[src/rtl/sdram_port_arbiter_if.sv]
// Bus bundle between two SDRAM requesters, the port arbiter and the SDRAM controller.
// slave = arbiter view, master = requester/controller (testbench) view.
interface sdram_port_arbiter_if #(
    parameter int ADDR_W = 24,
    parameter int DATA_W = 16
);
    logic              p0_req, p0_we, p0_ack, p0_rvalid, p0_err;
    logic [ADDR_W-1:0] p0_addr;
    logic [DATA_W-1:0] p0_wdata, p0_rdata;

    logic              p1_req, p1_we, p1_ack, p1_rvalid, p1_err;
    logic [ADDR_W-1:0] p1_addr;
    logic [DATA_W-1:0] p1_wdata, p1_rdata;

    logic [ADDR_W-1:0] ctrl_addr;
    logic [DATA_W-1:0] ctrl_wr_data, ctrl_rd_data;
    logic              ctrl_rd_req, ctrl_wr_req, ctrl_rd_valid, ctrl_ready;
    logic              busy;

    modport slave (
        input  p0_req, p0_we, p0_addr, p0_wdata,
        input  p1_req, p1_we, p1_addr, p1_wdata,
        input  ctrl_rd_data, ctrl_rd_valid, ctrl_ready,
        output p0_ack, p0_rvalid, p0_err, p0_rdata,
        output p1_ack, p1_rvalid, p1_err, p1_rdata,
        output ctrl_addr, ctrl_wr_data, ctrl_rd_req, ctrl_wr_req, busy
    );

    modport master (
        output p0_req, p0_we, p0_addr, p0_wdata,
        output p1_req, p1_we, p1_addr, p1_wdata,
        output ctrl_rd_data, ctrl_rd_valid, ctrl_ready,
        input  p0_ack, p0_rvalid, p0_err, p0_rdata,
        input  p1_ack, p1_rvalid, p1_err, p1_rdata,
        input  ctrl_addr, ctrl_wr_data, ctrl_rd_req, ctrl_wr_req, busy
    );
endinterface

[src/rtl/sdram_port_arbiter.sv]
// Two-port round-robin arbiter in front of a single-command SDRAM controller.
// Define SDRAM_ARB_TIMEOUT_EN to add a response timeout (pN_err) on the wait states.
module sdram_port_arbiter #(
    parameter int ADDR_W  = 24,
    parameter int DATA_W  = 16,
    parameter int TMO_CYC = 256
) (
    input  logic clk,
    input  logic rst,
    sdram_port_arbiter_if.slave bus
);
    typedef enum logic [1:0] {IDLE, ISSUE, WR_WAIT, RD_WAIT} state_t;

    state_t            state_q, state_d;
    logic [1:0]        req;
    logic              win, owner_q, last_q, we_q, wr_seen_q, tmo_hit;
    logic [ADDR_W-1:0] addr_q;
    logic [DATA_W-1:0] wdata_q;
    logic [1:0][DATA_W-1:0] rdata_q;
    logic [1:0]        rvalid_q;

    assign req = {bus.p1_req, bus.p0_req};
    // Sole requester wins; on contention the port not granted last goes next.
    assign win = (req == 2'b11) ? ~last_q : req[1];

`ifdef SDRAM_ARB_TIMEOUT_EN
    localparam int CNT_W = $clog2(TMO_CYC + 1);
    logic [CNT_W-1:0] tmo_cnt_q;
    logic [1:0]       err_q;

    assign tmo_hit = (state_q == WR_WAIT || state_q == RD_WAIT) &&
                     (tmo_cnt_q == CNT_W'(TMO_CYC - 1));

    always_ff @(posedge clk or posedge rst) begin
        if (rst) begin
            tmo_cnt_q <= '0;
            err_q     <= '0;
        end else begin
            err_q <= '0;
            if (state_q == ISSUE)
                tmo_cnt_q <= '0;
            else if (state_q == WR_WAIT || state_q == RD_WAIT)
                tmo_cnt_q <= tmo_cnt_q + 1'b1;
            // A read return in the same cycle as the limit wins over the timeout.
            if (tmo_hit && !(state_q == RD_WAIT && bus.ctrl_rd_valid))
                err_q[owner_q] <= 1'b1;
        end
    end

    assign bus.p0_err = err_q[0];
    assign bus.p1_err = err_q[1];
`else
    assign tmo_hit    = 1'b0;
    assign bus.p0_err = 1'b0;
    assign bus.p1_err = 1'b0;
`endif

    always_comb begin
        state_d = state_q;
        case (state_q)
            IDLE:    if (bus.ctrl_ready && |req) state_d = ISSUE;
            ISSUE:   state_d = we_q ? WR_WAIT : RD_WAIT;
            WR_WAIT: if (tmo_hit || (wr_seen_q && bus.ctrl_ready)) state_d = IDLE;
            RD_WAIT: if (bus.ctrl_rd_valid || tmo_hit) state_d = IDLE;
            default: state_d = IDLE;
        endcase
    end

    always_ff @(posedge clk or posedge rst) begin
        if (rst) begin
            state_q   <= IDLE;
            owner_q   <= 1'b0;
            last_q    <= 1'b1;
            we_q      <= 1'b0;
            wr_seen_q <= 1'b0;
            addr_q    <= '0;
            wdata_q   <= '0;
            rdata_q   <= '0;
            rvalid_q  <= '0;
        end else begin
            state_q  <= state_d;
            rvalid_q <= '0;
            case (state_q)
                IDLE: if (state_d == ISSUE) begin
                    owner_q <= win;
                    we_q    <= win ? bus.p1_we    : bus.p0_we;
                    addr_q  <= win ? bus.p1_addr  : bus.p0_addr;
                    wdata_q <= win ? bus.p1_wdata : bus.p0_wdata;
                end
                ISSUE: begin
                    last_q    <= owner_q;
                    wr_seen_q <= 1'b0;
                end
                // Controller must be seen busy before its ready means the write is done.
                WR_WAIT: if (!bus.ctrl_ready) wr_seen_q <= 1'b1;
                RD_WAIT: if (bus.ctrl_rd_valid) begin
                    rdata_q[owner_q]  <= bus.ctrl_rd_data;
                    rvalid_q[owner_q] <= 1'b1;
                end
                default: ;
            endcase
        end
    end

    assign bus.busy         = (state_q != IDLE);
    assign bus.ctrl_rd_req  = (state_q == ISSUE) && !we_q;
    assign bus.ctrl_wr_req  = (state_q == ISSUE) &&  we_q;
    assign bus.ctrl_addr    = addr_q;
    assign bus.ctrl_wr_data = wdata_q;
    assign bus.p0_ack       = (state_q == ISSUE) && !owner_q;
    assign bus.p1_ack       = (state_q == ISSUE) &&  owner_q;
    assign bus.p0_rvalid    = rvalid_q[0];
    assign bus.p1_rvalid    = rvalid_q[1];
    assign bus.p0_rdata     = rdata_q[0];
    assign bus.p1_rdata     = rdata_q[1];
endmodule

[src/flat_wrapper.sv]
// flat-port wrapper written by rule: the top's interface ports become plain ports
module sdram_port_arbiter_flat 
#(
    parameter int ADDR_W  = 24,
    parameter int DATA_W  = 16,
    parameter int TMO_CYC = 256
)
  (clk, rst, bus_p0_req, bus_p0_we, bus_p0_addr, bus_p0_wdata, bus_p1_req, bus_p1_we, bus_p1_addr, bus_p1_wdata, bus_ctrl_rd_data, bus_ctrl_rd_valid, bus_ctrl_ready, bus_p0_ack, bus_p0_rvalid, bus_p0_err, bus_p0_rdata, bus_p1_ack, bus_p1_rvalid, bus_p1_err, bus_p1_rdata, bus_ctrl_addr, bus_ctrl_wr_data, bus_ctrl_rd_req, bus_ctrl_wr_req, bus_busy);
  sdram_port_arbiter_if #(.ADDR_W(ADDR_W), .DATA_W(DATA_W)) bus_i ();
  input  logic clk;
  input  logic rst;
  input wire logic [$bits(bus_i.p0_req)-1:0] bus_p0_req;
  input wire logic [$bits(bus_i.p0_we)-1:0] bus_p0_we;
  input wire logic [$bits(bus_i.p0_addr)-1:0] bus_p0_addr;
  input wire logic [$bits(bus_i.p0_wdata)-1:0] bus_p0_wdata;
  input wire logic [$bits(bus_i.p1_req)-1:0] bus_p1_req;
  input wire logic [$bits(bus_i.p1_we)-1:0] bus_p1_we;
  input wire logic [$bits(bus_i.p1_addr)-1:0] bus_p1_addr;
  input wire logic [$bits(bus_i.p1_wdata)-1:0] bus_p1_wdata;
  input wire logic [$bits(bus_i.ctrl_rd_data)-1:0] bus_ctrl_rd_data;
  input wire logic [$bits(bus_i.ctrl_rd_valid)-1:0] bus_ctrl_rd_valid;
  input wire logic [$bits(bus_i.ctrl_ready)-1:0] bus_ctrl_ready;
  output wire logic [$bits(bus_i.p0_ack)-1:0] bus_p0_ack;
  output wire logic [$bits(bus_i.p0_rvalid)-1:0] bus_p0_rvalid;
  output wire logic [$bits(bus_i.p0_err)-1:0] bus_p0_err;
  output wire logic [$bits(bus_i.p0_rdata)-1:0] bus_p0_rdata;
  output wire logic [$bits(bus_i.p1_ack)-1:0] bus_p1_ack;
  output wire logic [$bits(bus_i.p1_rvalid)-1:0] bus_p1_rvalid;
  output wire logic [$bits(bus_i.p1_err)-1:0] bus_p1_err;
  output wire logic [$bits(bus_i.p1_rdata)-1:0] bus_p1_rdata;
  output wire logic [$bits(bus_i.ctrl_addr)-1:0] bus_ctrl_addr;
  output wire logic [$bits(bus_i.ctrl_wr_data)-1:0] bus_ctrl_wr_data;
  output wire logic [$bits(bus_i.ctrl_rd_req)-1:0] bus_ctrl_rd_req;
  output wire logic [$bits(bus_i.ctrl_wr_req)-1:0] bus_ctrl_wr_req;
  output wire logic [$bits(bus_i.busy)-1:0] bus_busy;
  assign bus_i.p0_req = bus_p0_req;
  assign bus_i.p0_we = bus_p0_we;
  assign bus_i.p0_addr = bus_p0_addr;
  assign bus_i.p0_wdata = bus_p0_wdata;
  assign bus_i.p1_req = bus_p1_req;
  assign bus_i.p1_we = bus_p1_we;
  assign bus_i.p1_addr = bus_p1_addr;
  assign bus_i.p1_wdata = bus_p1_wdata;
  assign bus_i.ctrl_rd_data = bus_ctrl_rd_data;
  assign bus_i.ctrl_rd_valid = bus_ctrl_rd_valid;
  assign bus_i.ctrl_ready = bus_ctrl_ready;
  assign bus_p0_ack = bus_i.p0_ack;
  assign bus_p0_rvalid = bus_i.p0_rvalid;
  assign bus_p0_err = bus_i.p0_err;
  assign bus_p0_rdata = bus_i.p0_rdata;
  assign bus_p1_ack = bus_i.p1_ack;
  assign bus_p1_rvalid = bus_i.p1_rvalid;
  assign bus_p1_err = bus_i.p1_err;
  assign bus_p1_rdata = bus_i.p1_rdata;
  assign bus_ctrl_addr = bus_i.ctrl_addr;
  assign bus_ctrl_wr_data = bus_i.ctrl_wr_data;
  assign bus_ctrl_rd_req = bus_i.ctrl_rd_req;
  assign bus_ctrl_wr_req = bus_i.ctrl_wr_req;
  assign bus_busy = bus_i.busy;
  sdram_port_arbiter #(.ADDR_W(ADDR_W), .DATA_W(DATA_W), .TMO_CYC(TMO_CYC)) u_core (.clk(clk), .rst(rst), .bus(bus_i));
endmodule
[config.mk]
export PLATFORM = sky130hd
export DESIGN_NAME = sdram_port_arbiter_flat
export DESIGN_NICKNAME = d
export VERILOG_FILES = /design/src/rtl/sdram_port_arbiter_if.sv /design/src/rtl/sdram_port_arbiter.sv /design/src/flat_wrapper.sv
export SDC_FILE = /design/constraint.sdc
export NUM_CORES = 1
export LEC_CHECK = 0
export CAP_MARGIN = 10
export CORE_ASPECT_RATIO = 0.9
export CORE_MARGIN = 4
export CORE_UTILIZATION = 43
export CTS_BUF_LIST = sky130_fd_sc_hd__clkbuf_8
export DETAILED_ROUTE_END_ITERATION = 12
export GPL_TIMING_DRIVEN = 0
export MAX_ROUTING_LAYER = met4
export PLACE_DENSITY = 0.87
export SYNTH_ARGS = -nofsm -noshare
export SYNTH_HDL_FRONTEND = slang
export SYNTH_SLANG_ARGS = --single-unit
[constraint.sdc]
create_clock -name clk -period 4.84 [get_ports clk]
set_input_delay 0.726 -clock clk [delete_from_list [all_inputs] [get_ports clk]]
set_output_delay 0.726 -clock clk [all_outputs]
set_load 0.02 [all_outputs]
==> results.py, run 1 <==
metrics = {
    "floorplan": {
        "row_count": 30,
        "core_area_mm2": 0.007620,
        "die-area_mm2": 0.009397,
        "io_pins": 185,
        "start_util_pct": 44.63,
        "die_h_um": 92.37,
        "fp.dieW_um": 101.7,
    },
    "timing": {
        "setup_violations": 0,
        "clock_skew_ns": 0.004569,
        "min_period_over_period_pct": 54.54,
        "worstMarginPinSlew_ns": 0.6450,
        "tns_ns": 0,
        "timing.final.crit_period_ns": 2.640,
        "holdWs_ns": 0.5020,
        "finalHoldViolCount": 0,
        "drv_slew": 0,
        "setup_slack_ns": 2.200,
        "slew_headroom_pct": 57.00,
        "rsz0062_at_grt": "false",
        "fmax_mhz": 378.8,
    },
    "worst_setup_path": {
        "path_class": "reg2out",
        "r2r_start": "u_core.state_q[1]$_DFF_PP0_",
        "cp.required_ns": 4.11,
        "path_cells": "buf_6 -> nand2b_1 -> nor2_1 -> clkdlybuf4s50_1",
        "arrival_ns": 1.91,
        "r2r_slack_ns": 2.78,
        "crit_slowest_cell": "clkdlybuf4s50_1",
        "cp-start-kind": "flop",
        "slowest_delay_ns": 0.66,
        "reg2reg_depth": 7,
        "crit_fanout": 9,
        "endpoint_kind": "output port",
        "crit-reg2reg-capture": "u_core.bus.ctrl_wr_data[8]$_DFFE_PP0P_",
    },
    "yosys": {
        "synth_top_area_share_pct": 58.13,
        "synth_area_mm2": 0.003401,
        "synth_top_area_cell": "dfrtp_1",
        "synthCells": 249,
        "synth_warnings": 0,
        "synth_edf_count": 0,
        "seq_area_frac_synth_pct": 58.90,
        "yosysMostFrequentCell": "dfrtp_1",
        "yosys-top-cells-area": "dfrtp_1 (58%), o221a_1 (13%), mux2_2 (11%)",
        "ys_types": 25,
        "async_reset_ff_share_pct": 100.0,
        "avgSynthCellArea_um2": 13.66,
        "ys.flop_type": "dfrtp_1",
        "synth_commonest_cells": "dfrtp_1 (79), o221a_1 (40), or3_1 (40)",
        "ys_seq_elements": 80,
    },
    "detailed_routing": {
        "wl_per_cell_um": 18.45,
        "vias": 2912,
        "firstDrtPassIters": 4,
        "drc": 0,
        "routed_wl_um": 10060,
        "vias_per_cell": 5.343,
        "antenna_left": 0,
        "drt_iter0_markers": 109,
    },
    "power_and_ir_drop": {
        "vdd_ir_drop_max_mv": 0.3279,
        "clock_power_share_pct": 17.1,
        "power_mw": 3.496,
        "combPwrFrac_pct": 49.7,
        "switching_share_pct": 35.14,
        "p_per_area_mw_per_mm2": 622.2,
        "p_int_mw": 2.268,
        "seq_power_share_pct": 33.2,
        "p_leak_nw": 2.263,
        "switchingPower_mw": 1.229,
    },
    "placement": {
        "pre_cts_ws_ns": 2.065,
        "port_buffers": 182,
        "gp_congestion": 0.7468,
        "dpl.hpwl_um": 7656,
    },
    "cts": {
        "insertion_delay_ns": 0.34,
        "path_clk_slew_ns": 0.08,
        "clock_path_buffers": 2,
        "h-tree-depth": 3,
        "cts_tree": "built",
        "cts.repair.resized": 0,
        "hold_buffers": 0,
        "clock-sinks": 80,
        "post_cts_buffers": 0,
        "cts_buffers": 9,
        "cts-root-buf": "clkbuf_8",
    },
    "final_layout": {
        "area_growth_pct": 65.23,
        "n_antenna_cell": 0,
        "drive_above_1_share_pct": 15.14,
        "ff_latch_area_mm2": 0.002003,
        "fill_cells": 535,
        "final_nets": 548,
        "multi_input_area_mm2": 0.001232,
    },
    "status": {
        "status": "complete, no violations",
    },
    "global_routing": {
        "antenna_found_initial": 0,
        "grt_pass1_vias": 3098,
        "grt_start_max_net_pins": 52,
        "grt_use_total_pct": 22.50,
        "grt_pass1_wl_um": 15940,
        "grt-ovfl-total": 0,
    },
    "flow_run": {
        "maxCapViolCount": 0,
    },
    "worst_hold_path": {
        "hold-path-endpoint": "u_core.wr_seen_q$_DFFE_PP0P_",
        "holdPathStages": 2,
        "hold_path_class": "reg2reg",
        "worstHoldStart": "u_core.wr_seen_q$_DFFE_PP0P_",
    },
}
-- worst max-delay path: cells and delay by family, from the launching register on --
kind          cells  cell delay (ns)
buf+inv           2             0.79
flops             1             0.38
simple gates      2             0.41
-- metrics by stage --
step / utilization, % / area, um^2 / instances
3_3_place_gp: 70.16 / 5346 / 528
6_report: 73.74 / 5619 / 545
5_1_grt: 73.74 / 5619 / 545
4_1_cts: 73.74 / 5619 / 545
3_5_place_dp: 70.56 / 5376 / 529
2_1_floorplan: - / 3405 / 250
-- power by group through the flow --
stage                     Combinational, mW  Clock [mW]  Sequential (mW)
after floorplan                       0.531           0             1.52
after global placement                 1.71           0             1.16
after CTS                              1.76       0.613             1.16
after global routing                   1.85       0.644             1.20
final                                  1.74       0.597             1.16
after detailed placement               1.75           0             1.17
-- worst max-delay path by stage --
stage / startpoint / end / slack [ns]
4_1_cts: u_core.state_q[1]$_DFF_PP0_ / bus_p1_ack / 2.17
3_5_place_dp: bus_ctrl_ready / u_core.bus.ctrl_wr_data[11]$_DFFE_PP0P_ / 2.07
3_3_place_gp: rst / u_core.bus.ctrl_addr[11]$_DFFE_PP0P_ / 0.85
6_report: u_core.state_q[1]$_DFF_PP0_ / bus_p1_ack / 2.20
5_1_grt: u_core.state_q[1]$_DFF_PP0_ / bus_p1_ack / 2.08
2_1_floorplan: rst / u_core.bus.ctrl_addr[0]$_DFFE_PP0P_ / 2.06
-- cell families (layout without fill, tap and decap cells) --
group                  Yosys count  count (layout)  share of synthesized area [%]
AO/OA/AOI/OAI                   49              49                          15.08
buffers and inverters           29             228                          4.967
flip-flops                      80              80                          58.90
multiplexers                    33              33                          10.89
other                            1               2                         0.1103
AND/OR/NAND/NOR                 57              57                          10.04
-- sequential cells by signal, summed over array words and instances (netlist names) --
signal,flops
u_core.bus.ctrl_addr,24
u_core.bus.ctrl_wr_data,16
u_core.bus.p0_rdata,16
u_core.bus.p1_rdata,16
u_core.rvalid_q,2
u_core.state_q,2
u_core.last_q,1
u_core.owner_q,1
u_core.we_q,1
u_core.wr_seen_q,1
-- layout by cell type, fill, tap and decap left out --
master,n
a21bo_2,1
a21o_1,2
a21oi_1,1
a31oi_1,1
buf_16,1
buf_2,6
buf_4,2
buf_6,6
bufinv_16,3
clkbuf_1,10
clkbuf_8,9
clkdlybuf4s50_1,182
clkinvlp_4,1
conb_1,2
dfrtp_1,79
dfstp_2,1
inv_1,5
inv_4,1
inv_6,2
mux2_2,32
mux2i_1,1
nand2_1,2
nand2b_1,2
nand4_1,2
nor2_1,6
nor2b_1,1
o21ai_0,3
o221a_1,40
o221a_2,1
or2_2,2
or3_1,40
or3b_1,2
-- area by class of cell --
class                   instances  area share, %
flip-flops and latches         80          35.65
repair buffers                183          32.91
multi-input cells             141          21.93
plain buffers                  24          2.672
clock buffers                   9          2.204
well taps                      96          2.138
clock inverters                 7          2.115
inverters                       5         0.3785
-- metal layers --
metal	up-vias	track usage, %	part of all wire (%)
li1	1334	-	-
met1	1425	27.56	41
met2	134	36.27	50
met3	19	6.401	7.8
met4	0	6.755	1.8
met5	-	-	0
No activity file was read; power rests on OpenSTA's default activity.
==> run 2, diff against run 1 <==
--- a/config.mk
+++ b/config.mk
@@ -8,12 +8,12 @@
 export CAP_MARGIN = 10
 export CORE_ASPECT_RATIO = 0.9
 export CORE_MARGIN = 4
-export CORE_UTILIZATION = 43
+export CORE_UTILIZATION = 36
 export CTS_BUF_LIST = sky130_fd_sc_hd__clkbuf_8
 export DETAILED_ROUTE_END_ITERATION = 12
 export GPL_TIMING_DRIVEN = 0
 export MAX_ROUTING_LAYER = met4
-export PLACE_DENSITY = 0.87
+export PLACE_DENSITY = 0.77
 export SYNTH_ARGS = -nofsm -noshare
 export SYNTH_HDL_FRONTEND = slang
 export SYNTH_SLANG_ARGS = --single-unit
==> constraint.sdc (replaced) <==
create_clock -name clk -period 2.29 [get_ports clk]
set_input_delay 0.3435 -clock clk [delete_from_list [all_inputs] [get_ports clk]]
set_output_delay 0.3435 -clock clk [all_outputs]
set_load 0.02 [all_outputs]
==> run 2 against run 1 <==
Compared with the run above:
- count of clock-buffer cells in the layout increased by 1
- cell area is 0.29% higher
- core utilization fell by 12 points
- register-to-register slack got worse by 2.6 ns
- via count is 1.8% lower
- routed wire length down 3.8%
- sequential power grew 110%
- combinational power increased by 110%
- global-route usage is 4.3 points lower
- critical path depth did not move
- critical path type unchanged
- largest power group unchanged
- highest routed layer unchanged
==> results.py, run 2 (synthesis gave the netlist of run 1 again) <==
metrics = {
    "final_layout": {
        "fill_cells": 790,
        "largest_reg_flops": 24,
        "layout_common_cells": "clkdlybuf4s50_1 (180), dfrtp_1 (79), o221a_1 (40), or3_1 (40), mux2_2 (32)",
        "final_nets": 548,
        "drive_above_1_share_pct": 15.37,
        "area_growth_pct": 65.71,
        "n_antenna_cell": 0,
        "fin_cells": 571,
        "final_common_cell": "clkdlybuf4s50_1",
    },
    "floorplan": {
        "die_h_um": 100.2,
        "fp.dieW_um": 110.5,
        "die-area_mm2": 0.01107,
        "core_area_mm2": 0.009166,
        "start_util_pct": 37.10,
        "io_pins": 185,
        "row_count": 33,
    },
    "worst_setup_path": {
        "path_class": "reg2out",
        "path_buf_inv": 2,
        "reg2reg_depth": 7,
        "cp.depth": 4,
        "endpoint_kind": "output port",
        "r2r_slack_ns": 0.23,
        "crit_fanout": 9,
        "r2r_start": "u_core.state_q[1]$_DFF_PP0_",
        "arrival_ns": 1.86,
        "slowest_delay_ns": 0.64,
        "cp.required_ns": 1.95,
        "crit-reg2reg-capture": "u_core.bus.ctrl_addr[6]$_DFFE_PP0P_",
        "cp_top_family": "buffers and inverters",
        "cp-start-kind": "flop",
        "path_cells": "buf_6 -> nand2b_1 -> nor2_1 -> clkdlybuf4s50_1",
        "crit_slowest_cell": "clkdlybuf4s50_1",
    },
    "cts": {
        "clock-sinks": 80,
        "cts_buffers": 9,
        "path_clk_slew_ns": 0.08,
        "cts_tree": "built",
        "h-tree-depth": 3,
        "insertion_delay_ns": 0.35,
        "cts-root-buf": "clkbuf_8",
        "clock_path_buffers": 2,
        "post_cts_buffers": 0,
    },
    "timing": {
        "setup_violations": 0,
        "clock_skew_ns": 0.007818,
        "min_period_over_period_pct": 96.16,
        "timing.final.crit_period_ns": 2.202,
        "drv_slew": 0,
        "rsz0062_at_grt": "false",
        "holdWs_ns": 0.4959,
        "fmax_mhz": 454.1,
        "slew_headroom_pct": 41.04,
        "finalHoldViolCount": 0,
        "worstMarginPinSlew_ns": 0.8825,
    },
    "worst_hold_path": {
        "worstHoldStart": "u_core.wr_seen_q$_DFFE_PP0P_",
        "holdPathStages": 2,
        "hold-path-endpoint": "u_core.wr_seen_q$_DFFE_PP0P_",
        "hold_path_class": "reg2reg",
    },
    "detailed_routing": {
        "antenna_left": 0,
        "firstDrtPassIters": 4,
        "routed_wl_um": 9677,
        "vias": 2860,
        "vias_per_cell": 5.009,
        "drc": 0,
        "wl_per_cell_um": 16.95,
        "drt_iter0_markers": 93,
    },
    "global_routing": {
        "grt-ovfl-total": 0,
        "antenna_found_initial": 0,
        "grt_pass1_vias": 3099,
        "grt_start_max_net_pins": 42,
        "grt_pass1_wl_um": 15730,
        "grt_use_total_pct": 18.16,
    },
    "status": {
        "status": "complete, no violations",
    },
    "power_and_ir_drop": {
        "vdd_ir_drop_max_mv": 0.5909,
        "p_per_area_mw_per_mm2": 1293,
        "p_leak_nw": 2.283,
    },
    "flow_run": {
        "maxCapViolCount": 0,
    },
    "placement": {
        "dp_cells": 555,
        "dpl.hpwl_um": 7354,
        "port_buffers": 182,
        "gp_congestion": 0.7781,
    },
}
run 2: layout make-up:
class | count | area, um^2 | share of cell area, %
clock inverter | 6 | 90.09 | 1.599
buffer | 24 | 150.1 | 2.664
clock buffer | 10 | 137.6 | 2.442
multi-input combinational | 141 | 1232 | 21.87
sequential | 80 | 2003 | 35.55
inverter | 5 | 22.52 | 0.3996
tap | 122 | 152.6 | 2.709
timing repair buffer | 183 | 1847 | 32.77
run 2: worst max-delay path by stage:
stage | startpoint | to
floorplan | u_core.state_q[1]$_DFF_PP0_ | u_core.bus.ctrl_addr[0]$_DFFE_PP0P_
global placement | bus_ctrl_ready | u_core.bus.ctrl_addr[5]$_DFFE_PP0P_
detailed placement | bus_ctrl_ready | u_core.bus.ctrl_addr[13]$_DFFE_PP0P_
CTS | u_core.state_q[1]$_DFF_PP0_ | bus_p1_ack
global route | u_core.state_q[1]$_DFF_PP0_ | bus_p0_ack
finish | u_core.state_q[1]$_DFF_PP0_ | bus_p0_ack
run 2: metrics by stage:
step                      instance area, um^2  utilization (%)  setup TNS (ns)  setup slack, ns  total power, mW
after floorplan                          3408                -               0           0.3640            4.333
after global placement                   5383            58.72          -2.994         -0.08449            6.080
after detailed placement                 5403            58.94          -3.301         -0.09765            6.167
after CTS                                5630            61.43               0          0.01280            7.369
after global routing                     5635            61.48               0          0.01261            7.690
final                                    5635            61.48               0          0.08804            7.285
run 2: tightest hold or removal path: cells and delay by family (launching register included):
kind               cells  cell delay [ns]
DFF                    1             0.35
and+or+nand+nor        1             0.04
AOI/OAI and AO/OA      1             0.06
run 2: power breakdown:
part	switching, mW	internal (mW)
Sequential	0.372	2.09
Combinational	1.67	1.97
Clock	0.535	0.650
run 2: what timing repair did:
item,CTS,global route
resized for setup,0,2
endpoints found under the setup margin,0,2
hold endpoints to repair,0,0
hold buffers,0,0
run 2: per-layer routing:
metal | vias up | share of wire [%] | GRT usage [%]
met5 | - | 0 | -
met4 | 0 | 2.3 | 7.102
met3 | 19 | 7.7 | 4.762
met2 | 139 | 46 | 27.99
met1 | 1372 | 44 | 23.11
li1 | 1330 | - | -
